## config.mk

```make
export PLATFORM = sky130hd
export DESIGN_NAME = fetch_decode_unit
export DESIGN_NICKNAME = d
export VERILOG_FILES = /design/src/rtl/fd_pkg.sv /design/src/rtl/fetch_decode_unit_reg_file.sv /design/src/rtl/fetch_decode_unit.sv
export SDC_FILE = /design/constraint.sdc
export NUM_CORES = 2
export LEC_CHECK = 0
export BUFFER_PORTS_ARGS = -buffer_cell sky130_fd_sc_hd__buf_2
export CAP_MARGIN = 0
export CORE_MARGIN = 5
export CORE_UTILIZATION = 52
export DETAILED_ROUTE_END_ITERATION = 7
export MAX_ROUTING_LAYER = met4
export PLACE_DENSITY = 0.72
export SYNTH_ARGS = -nofsm -noshare
export SYNTH_HDL_FRONTEND = slang
export SYNTH_SLANG_ARGS = --single-unit
```

## constraint.sdc

```tcl
create_clock -name clk_i -period 39.4 [get_ports clk_i]
set_input_delay 7.88 -clock clk_i [delete_from_list [all_inputs] [get_ports clk_i]]
set_output_delay 7.88 -clock clk_i [all_outputs]
set_load 0.02 [all_outputs]
```

## src/rtl/fd_pkg.sv

```systemverilog
// fd_pkg: shared definitions for the RV32I fetch/decode front end.
//  - RV32I major opcode constants used by the decoder
//  - imm_fmt_e: immediate encoding selected by the decoder
//  - sext12: helper that sign-extends a 12-bit immediate field
package fd_pkg;

  localparam logic [6:0] OP_R      = 7'b0110011;
  localparam logic [6:0] OP_IMM    = 7'b0010011;
  localparam logic [6:0] OP_LOAD   = 7'b0000011;
  localparam logic [6:0] OP_STORE  = 7'b0100011;
  localparam logic [6:0] OP_BRANCH = 7'b1100011;
  localparam logic [6:0] OP_JAL    = 7'b1101111;
  localparam logic [6:0] OP_JALR   = 7'b1100111;
  localparam logic [6:0] OP_LUI    = 7'b0110111;
  localparam logic [6:0] OP_AUIPC  = 7'b0010111;

  typedef enum logic [2:0] {
    FMT_R,
    FMT_I,
    FMT_S,
    FMT_B,
    FMT_U,
    FMT_J
  } imm_fmt_e;

  function automatic logic [31:0] sext12(input logic [11:0] val);
    return {{20{val[11]}}, val};
  endfunction

endpackage

```

## src/rtl/fetch_decode_unit_reg_file.sv

```systemverilog
// reg_file: 32 x 32-bit integer register file.
// Ports:
//   clk_i            clock, writes on rising edge
//   rst_i            asynchronous active-high reset, clears every register
//   we_i             write enable
//   waddr_i/wdata_i  write port (writes to address 0 are dropped)
//   raddr1_i/2_i     asynchronous read addresses
//   rdata1_o/2_o     read data; address 0 always reads zero
// Reads return the registered contents only, so a read of the register being
// written in the same cycle sees the old value.
module reg_file (
  input  logic        clk_i,
  input  logic        rst_i,
  input  logic        we_i,
  input  logic [4:0]  waddr_i,
  input  logic [31:0] wdata_i,
  input  logic [4:0]  raddr1_i,
  input  logic [4:0]  raddr2_i,
  output logic [31:0] rdata1_o,
  output logic [31:0] rdata2_o
);

  logic [31:0] regs_q [32];

  // x0 is never written, so it stays at its reset value of zero.
  always_ff @(posedge clk_i or posedge rst_i) begin
    if (rst_i) begin
      for (int i = 0; i < 32; i++) begin
        regs_q[i] <= '0;
      end
    end else if (we_i && (waddr_i != 5'd0)) begin
      regs_q[waddr_i] <= wdata_i;
    end
  end

  assign rdata1_o = (raddr1_i == 5'd0) ? 32'd0 : regs_q[raddr1_i];
  assign rdata2_o = (raddr2_i == 5'd0) ? 32'd0 : regs_q[raddr2_i];

endmodule

```

## src/rtl/fetch_decode_unit.sv

```systemverilog
// fetch_decode_unit: front end of a single-cycle RV32I core.
// Holds the PC, decodes the instruction word returned by the external
// combinational instruction memory, and owns the register file.
// Ports:
//   clk_i        clock
//   reset_i      asynchronous active-high reset (PC and register file)
//   pc_update_i  load pc_new_i at the next edge instead of stepping
//   pc_new_i     branch/jump target (low two bits ignored)
//   pc_o         current PC
//   komut_i      instruction word fetched at pc_o
//   opcode_o     komut[6:0]
//   func_o       {funct7[5], funct3}
//   rs1_data_o   register file read of rs1
//   rs2_data_o   register file read of rs2
//   imm_o        sign-extended immediate for the decoded format
//   hata_o       illegal/unsupported instruction
//   we_o         instruction writes rd this cycle
//   rd_data_i    write-back value for rd
module fetch_decode_unit
  import fd_pkg::*;
#(
  parameter logic [31:0] RESET_PC = 32'h0000_0000,
  parameter logic [31:0] PC_STEP  = 32'd4
) (
  input  logic        clk_i,
  input  logic        reset_i,
  input  logic        pc_update_i,
  input  logic [31:0] pc_new_i,
  output logic [31:0] pc_o,
  input  logic [31:0] komut_i,
  output logic [6:0]  opcode_o,
  output logic [3:0]  func_o,
  output logic [31:0] rs1_data_o,
  output logic [31:0] rs2_data_o,
  output logic [31:0] imm_o,
  output logic        hata_o,
  output logic        we_o,
  input  logic [31:0] rd_data_i
);

  logic [31:0] pc_q;
  logic [31:0] pc_d;

  logic [6:0]  opcode;
  logic [2:0]  funct3;
  logic [6:0]  funct7;
  imm_fmt_e    immFmt;
  logic        illegal;
  logic        writesRd;

  assign opcode = komut_i[6:0];
  assign funct3 = komut_i[14:12];
  assign funct7 = komut_i[31:25];

  // Jump targets are forced word aligned; the step adder wraps naturally.
  assign pc_d = pc_update_i ? (pc_new_i & 32'hFFFF_FFFC) : (pc_q + PC_STEP);

  always_ff @(posedge clk_i or posedge reset_i) begin
    if (reset_i) begin
      pc_q <= RESET_PC;
    end else begin
      pc_q <= pc_d;
    end
  end

  assign pc_o = pc_q;

  // Classify the opcode: immediate format, whether it writes rd, and the
  // funct3/funct7 combinations that are not part of RV32I.
  always_comb begin
    immFmt   = FMT_R;
    illegal  = 1'b0;
    writesRd = 1'b0;
    case (opcode)
      OP_R: begin
        writesRd = 1'b1;
        // funct7 0x20 only encodes sub (000) and sra (101).
        if (!((funct7 == 7'h00) ||
              ((funct7 == 7'h20) && ((funct3 == 3'b000) || (funct3 == 3'b101))))) begin
          illegal = 1'b1;
        end
      end
      OP_IMM: begin
        immFmt   = FMT_I;
        writesRd = 1'b1;
        // Shift-immediates reuse imm[11:5] as funct7.
        if ((funct3 == 3'b001) && (funct7 != 7'h00)) begin
          illegal = 1'b1;
        end
        if ((funct3 == 3'b101) && (funct7 != 7'h00) && (funct7 != 7'h20)) begin
          illegal = 1'b1;
        end
      end
      OP_LOAD: begin
        immFmt   = FMT_I;
        writesRd = 1'b1;
        if ((funct3 == 3'b011) || (funct3 == 3'b110) || (funct3 == 3'b111)) begin
          illegal = 1'b1;
        end
      end
      OP_STORE: begin
        immFmt = FMT_S;
        if (funct3 > 3'b010) begin
          illegal = 1'b1;
        end
      end
      OP_BRANCH: begin
        immFmt = FMT_B;
        if ((funct3 == 3'b010) || (funct3 == 3'b011)) begin
          illegal = 1'b1;
        end
      end
      OP_JAL: begin
        immFmt   = FMT_J;
        writesRd = 1'b1;
      end
      OP_JALR: begin
        immFmt   = FMT_I;
        writesRd = 1'b1;
        if (funct3 != 3'b000) begin
          illegal = 1'b1;
        end
      end
      OP_LUI, OP_AUIPC: begin
        immFmt   = FMT_U;
        writesRd = 1'b1;
      end
      default: begin
        illegal = 1'b1;
      end
    endcase
  end

  // Immediate assembly; unknown opcodes keep FMT_R and therefore read zero.
  always_comb begin
    imm_o = 32'd0;
    case (immFmt)
      FMT_I: imm_o = sext12(komut_i[31:20]);
      FMT_S: imm_o = sext12({komut_i[31:25], komut_i[11:7]});
      FMT_B: imm_o = {{19{komut_i[31]}}, komut_i[31], komut_i[7],
                      komut_i[30:25], komut_i[11:8], 1'b0};
      FMT_U: imm_o = {komut_i[31:12], 12'h000};
      FMT_J: imm_o = {{11{komut_i[31]}}, komut_i[31], komut_i[19:12],
                      komut_i[20], komut_i[30:21], 1'b0};
      default: imm_o = 32'd0;
    endcase
  end

  assign opcode_o = opcode;
  assign func_o   = {komut_i[30], funct3};
  assign hata_o   = illegal;
  assign we_o     = writesRd & ~illegal;

  reg_file u_reg_file (
    .clk_i    (clk_i),
    .rst_i    (reset_i),
    .we_i     (we_o),
    .waddr_i  (komut_i[11:7]),
    .wdata_i  (rd_data_i),
    .raddr1_i (komut_i[19:15]),
    .raddr2_i (komut_i[24:20]),
    .rdata1_o (rs1_data_o),
    .rdata2_o (rs2_data_o)
  );

endmodule

```

After elaboration in Yosys (flattened, before gate mapping):

Cells that the tools add are included.

* word-level logic and storage cells: 111
* output and inout bits: 141
* flip-flop bits (word level): 1056
* input bits: 99

* bitwise logic cells: 5
* order comparisons: 5
* equality and inequality tests: 22
* $add $sub $neg: 1
* mux-type cells: 23
* reductions and logical operators: 22

Operator list (count)
* $bwmux W1024: 1
* $bmux W32 S5: 2
* $mux W32: 8
* $demux W32 S5: 1
* $pmux W32 S5: 1
* $add A32 B3 Y32 const B: 1
* $eq A7 B6 Y1 const B: 4
* $eq A7 B7 Y1 const B: 3
* $ge A6 B6 Y1 const B: 3
* $not A5 Y6: 3
* $eq A3 B3 Y1 const B: 5
* $pmux W3 S5: 1
* $eq A7 B5 Y1 const B: 2
* $eq A3 B2 Y1 const B: 4
* $logic_not A5 Y1: 2
* $mux W1: 8
* $eq A7 B2 Y1 const B: 1
* $logic_not A7 Y1: 1
* $ne A7 B6 Y1 const B: 1
* $pmux W1 S7: 1
* $reduce_bool A7 Y1: 1
* $reduce_or A7 Y1: 1
* $eq A3 B1 Y1 const B: 2
* $logic_and A1 B1 Y1: 6
* other kinds (10): 15

Longest topological paths before layout:

* depth in word-level cells: 9
* depth in mapped cells: 9
* gate-level depth less buffers: 6

Cells and area by module:

Synthesis repeated with hierarchy kept, for this count alone.

* cell total of the unflattened synthesis: 3915
* area total of the unflattened synthesis: 57694.1 sq um

Modules (own cells, without submodules)
* reg_file: area each 55311.8 sq um, sequential area each 25624.6 sq um, cells an instance 3614, times used 1
* fetch_decode_unit: area each 2382.3 sq um, sequential area each 750.7 sq um, cells an instance 301, times used 1

Least setup slack after synthesis:

OpenSTA, ideal clock, no wires.

* path kind: input to output
* from: in komut_i[20]
* to: out rs2_data_o[26]
* path buffers: 4
* data required time: 31.520 ns
* cell stages on the path: 8
* arrival time: 9.984 ns
* slack: 21.536 ns
* cell sequence: buf_2 buf_2 buf_2 buf_1 mux2i_1 o21ai_0 o221ai_1 o21ai_0

* word-level cells in the longest chain between the ends: 5
* elaborated cells between the ends (all ways): 6
* classes of those cells: 4 x mux; 1 x bitwise; 1 x reduce/logical

Ends and longest elaborated chain
* from (decl): RTL line fetch_decode_unit.sv:30 `input logic [31:0] komut_i,`
* $not A5 Y6 (implied by the code): RTL line fetch_decode_unit_reg_file.sv:37 `assign rdata2_o = (raddr2_i == 5'd0) ? 32'd0 : regs_q[raddr2_i];`
* $bmux W32 S5: RTL line fetch_decode_unit_reg_file.sv:37
* $mux W32 (implied by the code) (2 in a row): RTL line fetch_decode_unit_reg_file.sv:37
* $mux W32 *: RTL line fetch_decode_unit_reg_file.sv:37
* to (decl): RTL line fetch_decode_unit.sv:34 `output logic [31:0] rs2_data_o,`

Mark *: on every way between the ends. The rest lies on a longest branch, timed or not. The select of a mux whose other input is x is not followed.

Final worst setup path:

* from: in komut_i[15]
* to: out rs1_data_o[6]

* word-level cells in the longest chain between the ends: 5
* elaborated cells between the ends (all ways): 6
* classes of those cells: 4 x mux; 1 x bitwise; 1 x reduce/logical

Ends and longest elaborated chain
* $not A5 Y6 (implied by the code): RTL line fetch_decode_unit_reg_file.sv:36 `assign rdata1_o = (raddr1_i == 5'd0) ? 32'd0 : regs_q[raddr1_i];`
* $bmux W32 S5: RTL line fetch_decode_unit_reg_file.sv:36
* $mux W32 (implied by the code) (2 in a row): RTL line fetch_decode_unit_reg_file.sv:36
* $mux W32 *: RTL line fetch_decode_unit_reg_file.sv:36
* to (decl): RTL line fetch_decode_unit.sv:33 `output logic [31:0] rs1_data_o,`

Marks and branches as above.

==> results.py <==
metrics = {
    "yosys": {
        "synthCells": 4070,
        "synth_ff_type": "dfrtp_1",
        "synth_top_area_frac": 0.461,
        "ys_types": 49,
        "synth_common_cells": "1,055 x mux2_2, 1,054 x dfrtp_1, 384 x mux4_2",
        "synth_area_leaders": "dfrtp_1 46%, mux2_2 21%, mux4_2 15%",
        "synth_warnings": 0,
        "avgSynthCellArea_sq_um": 14.1,
        "yosysMostFrequentCell": "mux2_2",
        "ys_seq_area_frac": 0.461,
        "synth_area_sq_mm": 0.0573,
        "ys_async_sr_fraction": 1.00,
        "ys_seq_elements": 1054,
        "synth-edff-count": 0,
        "yosysTopAreaCell": "dfrtp_1",
    },
    "clock_network": {
        "clock_latency_ps": 680,
        "postCtsSetupBuffers": 0,
        "cts_num_sinks": 1054,
        "cts_tree": "yes",
        "numCtsBuffers": 109,
        "cts-resized-gates": 0,
        "clk_pin_slew_ps": 60,
        "holdBufCountCts": 0,
        "cts_max_path_buffers": 3,
        "cts_htree_levels": 3,
        "cts_root_buf": "clkbuf_16",
    },
    "timing": {
        "hold_ws_ps": 397,
        "tns_ps": 0,
        "period_minus_slack_ps": 19980,
        "rsz0062_at_grt": "false",
        "worstMarginPinSlew_ps": 1180,
        "slew_violations": 0,
        "finalSetupViolations": 0,
        "max_freq_mhz": 50.0,
        "maxSlewHeadroom": 0.208,
        "finalHoldViolCount": 0,
        "post-route-period-util": 0.507,
        "fin_worst_skew_ps": 5.41,
    },
    "grt": {
        "grt_max_degree": 192,
        "grt_pass1_wl_microns": 246000,
        "grt_overflow_total": 0,
        "grt_usage": 0.285,
        "grt_pass1_vias": 37800,
        "antenna_found_initial": 12,
    },
    "final_layout": {
        "syn2layout_area_growth_pct": 9.70,
        "fin_nets": 4131,
        "multi_input_area_sq_mm": 0.0290,
        "drive_gt1_frac": 0.481,
        "fillCellCount": 8559,
        "seq_area_sq_mm": 0.0264,
    },
    "power": {
        "leakage_nw": 29.1,
        "clkPwrFrac": 0.421,
        "p_int_mw": 1.86,
        "finalPower_mw": 2.50,
        "swShare": 0.255,
        "combPwrFrac": 0.111,
        "p_switching_mw": 0.637,
        "ir_drop_mv": 0.0330,
        "power_density_mw_per_mm2": 39.8,
        "power_frac_seq": 0.468,
    },
    "route": {
        "viasPerCell": 6.65,
        "drc_errors": 0,
        "ant_nets": 0,
        "vias": 37300,
        "wl_microns": 163000,
        "wire_per_inst_microns": 29.1,
        "drtIter0Drc": 3600,
        "drt-pass1-iter-count": 5,
    },
    "critical_path": {
        "critical_path.max_fanout": 76,
        "critical_path_required_ps": 31520,
        "worstPathCellList": "buf_8 -> buf_4 -> buf_4 -> mux4_2 -> mux2_2 -> o22ai_1 -> nor3_1 -> buf_2",
        "cp-end-kind": "primary output",
        "cp_common_cell": "buf_4",
        "crit_path_max_incr_delay_ps": 920,
        "start_kind": "input port",
        "cpMaxStageDelayCell": "buf_4",
        "arrival_ps": 12100,
        "crit_type": "in -> out",
        "crit_buf_inv": 4,
        "critPathTopFamily": "buffers and inverters",
    },
    "die": {
        "row_count": 121,
        "die_h_microns": 342,
        "die_area_sq_mm": 0.117,
        "core_sq_mm": 0.109,
        "fp.dieW_microns": 342,
        "start_util": 0.525,
        "ios": 240,
    },
    "place": {
        "gp_congestion": 0.820,
        "io_buffers": 235,
        "hpwl_microns": 90400,
    },
    "run_status": {
        "status": "complete, no violations",
    },
    "worst_hold_path": {
        "hold_path_class": "reg -> reg",
    },
    "job": {
        "drv_cap": 0,
    },
}
cell type report:
type / instances / share of cell area
clock buffer: 160 / 0.0518
antenna: 9 / 0.000359
multi-input combinational: 2543 / 0.462
clock inverter: 37 / 0.00598
tap: 1476 / 0.0294
timing repair buffer: 316 / 0.0303
sequential: 1054 / 0.420
inverter: 7 / 0.000538
through the flow:
step | util | std cells | setup slack [ps] | instance area (sq um)
after floorplan | - | 4071 | 1850 | 57300
final | 0.575 | 5602 | 19420 | 62800
after CTS | 0.575 | 5593 | 19320 | 62800
after global routing | 0.575 | 5601 | 19090 | 62800
after global placement | 0.542 | 5396 | 19320 | 59200
after detailed placement | 0.542 | 5396 | 19340 | 59200
worst paths after layout:
check / endpoint / slack [ps] / start / depth (start not counted)
max in group asynchronous: u_reg_file.regs_q[944] / 28140 / reset_i / 6
min: u_reg_file.regs_q[1008] / 400 / u_reg_file.regs_q[1008] / 0
min reg2reg: u_reg_file.regs_q[1008] / 400 / u_reg_file.regs_q[1008] / 0
max: rs1_data_o[6] / 19420 / komut_i[15] / 8
min in group asynchronous: pc_o[14] / 7320 / reset_i / 2
max reg2reg: pc_o[29] / 37210 / pc_o[17] / 6
registers in the layout, summed over array words and instances (netlist names):
register	flops
u_reg_file.regs_q	1024
pc_o	30
worst reg2reg max path: cells and delay by family, from the launching register on:
kind | cells | cell delay [ps]
simple gates | 4 | 1220
flops | 1 | 440
mux | 1 | 260
xor+xnor | 1 | 170
power groups by stage:
stage	logic [mW]	clock network (mW)	registers (mW)
final	0.278	1.05	1.17
after global routing	0.299	1.11	1.17
after CTS	0.279	1.07	1.17
after global placement	0.274	0	1.18
after detailed placement	0.278	0	1.19
after floorplan	0.201	0	1.18
logic make-up after synthesis:
family | count (synthesis) | synth area share
adder cells (fa/ha/maj) | 1 | 0.000219
other | 1 | 0.0000655
multiplexers | 1763 | 0.417
AND/OR/NAND/NOR | 261 | 0.0273
buffers and inverters | 474 | 0.0366
flip-flops | 1054 | 0.461
XOR/XNOR | 28 | 0.00428
AO/OA/AOI/OAI | 488 | 0.0542
cell usage in the layout (no fill, tap or decap), types with 10 or more instances in the layout:
cell	n
clkbuf_1	19
mux2_1	68
o22ai_1	66
xor2_1	10
a21oi_1	133
xnor2_1	18
a22o_1	33
mux2_2	1055
mux2i_1	256
nor3_4	23
clkbuf_8	33
nor2_1	16
o221ai_1	96
nand3_1	15
nor3_1	42
dfrtp_1	1054
clkinv_2	22
clkbuf_16	110
or3_1	35
buf_2	228
nand2_1	69
buf_4	77
a21o_1	21
mux4_2	384
o21ai_0	131
layer usage:
metal	GRT usage	wire (microns)	vias to the layer above
met2	0.442	78000	1465
met5	-	0	-
met4	0.0685	3780	0
met1	0.397	69400	20000
li1	-	-	15500
met3	0.0491	12000	254
Note: power is estimated with default switching activity, not from simulation.
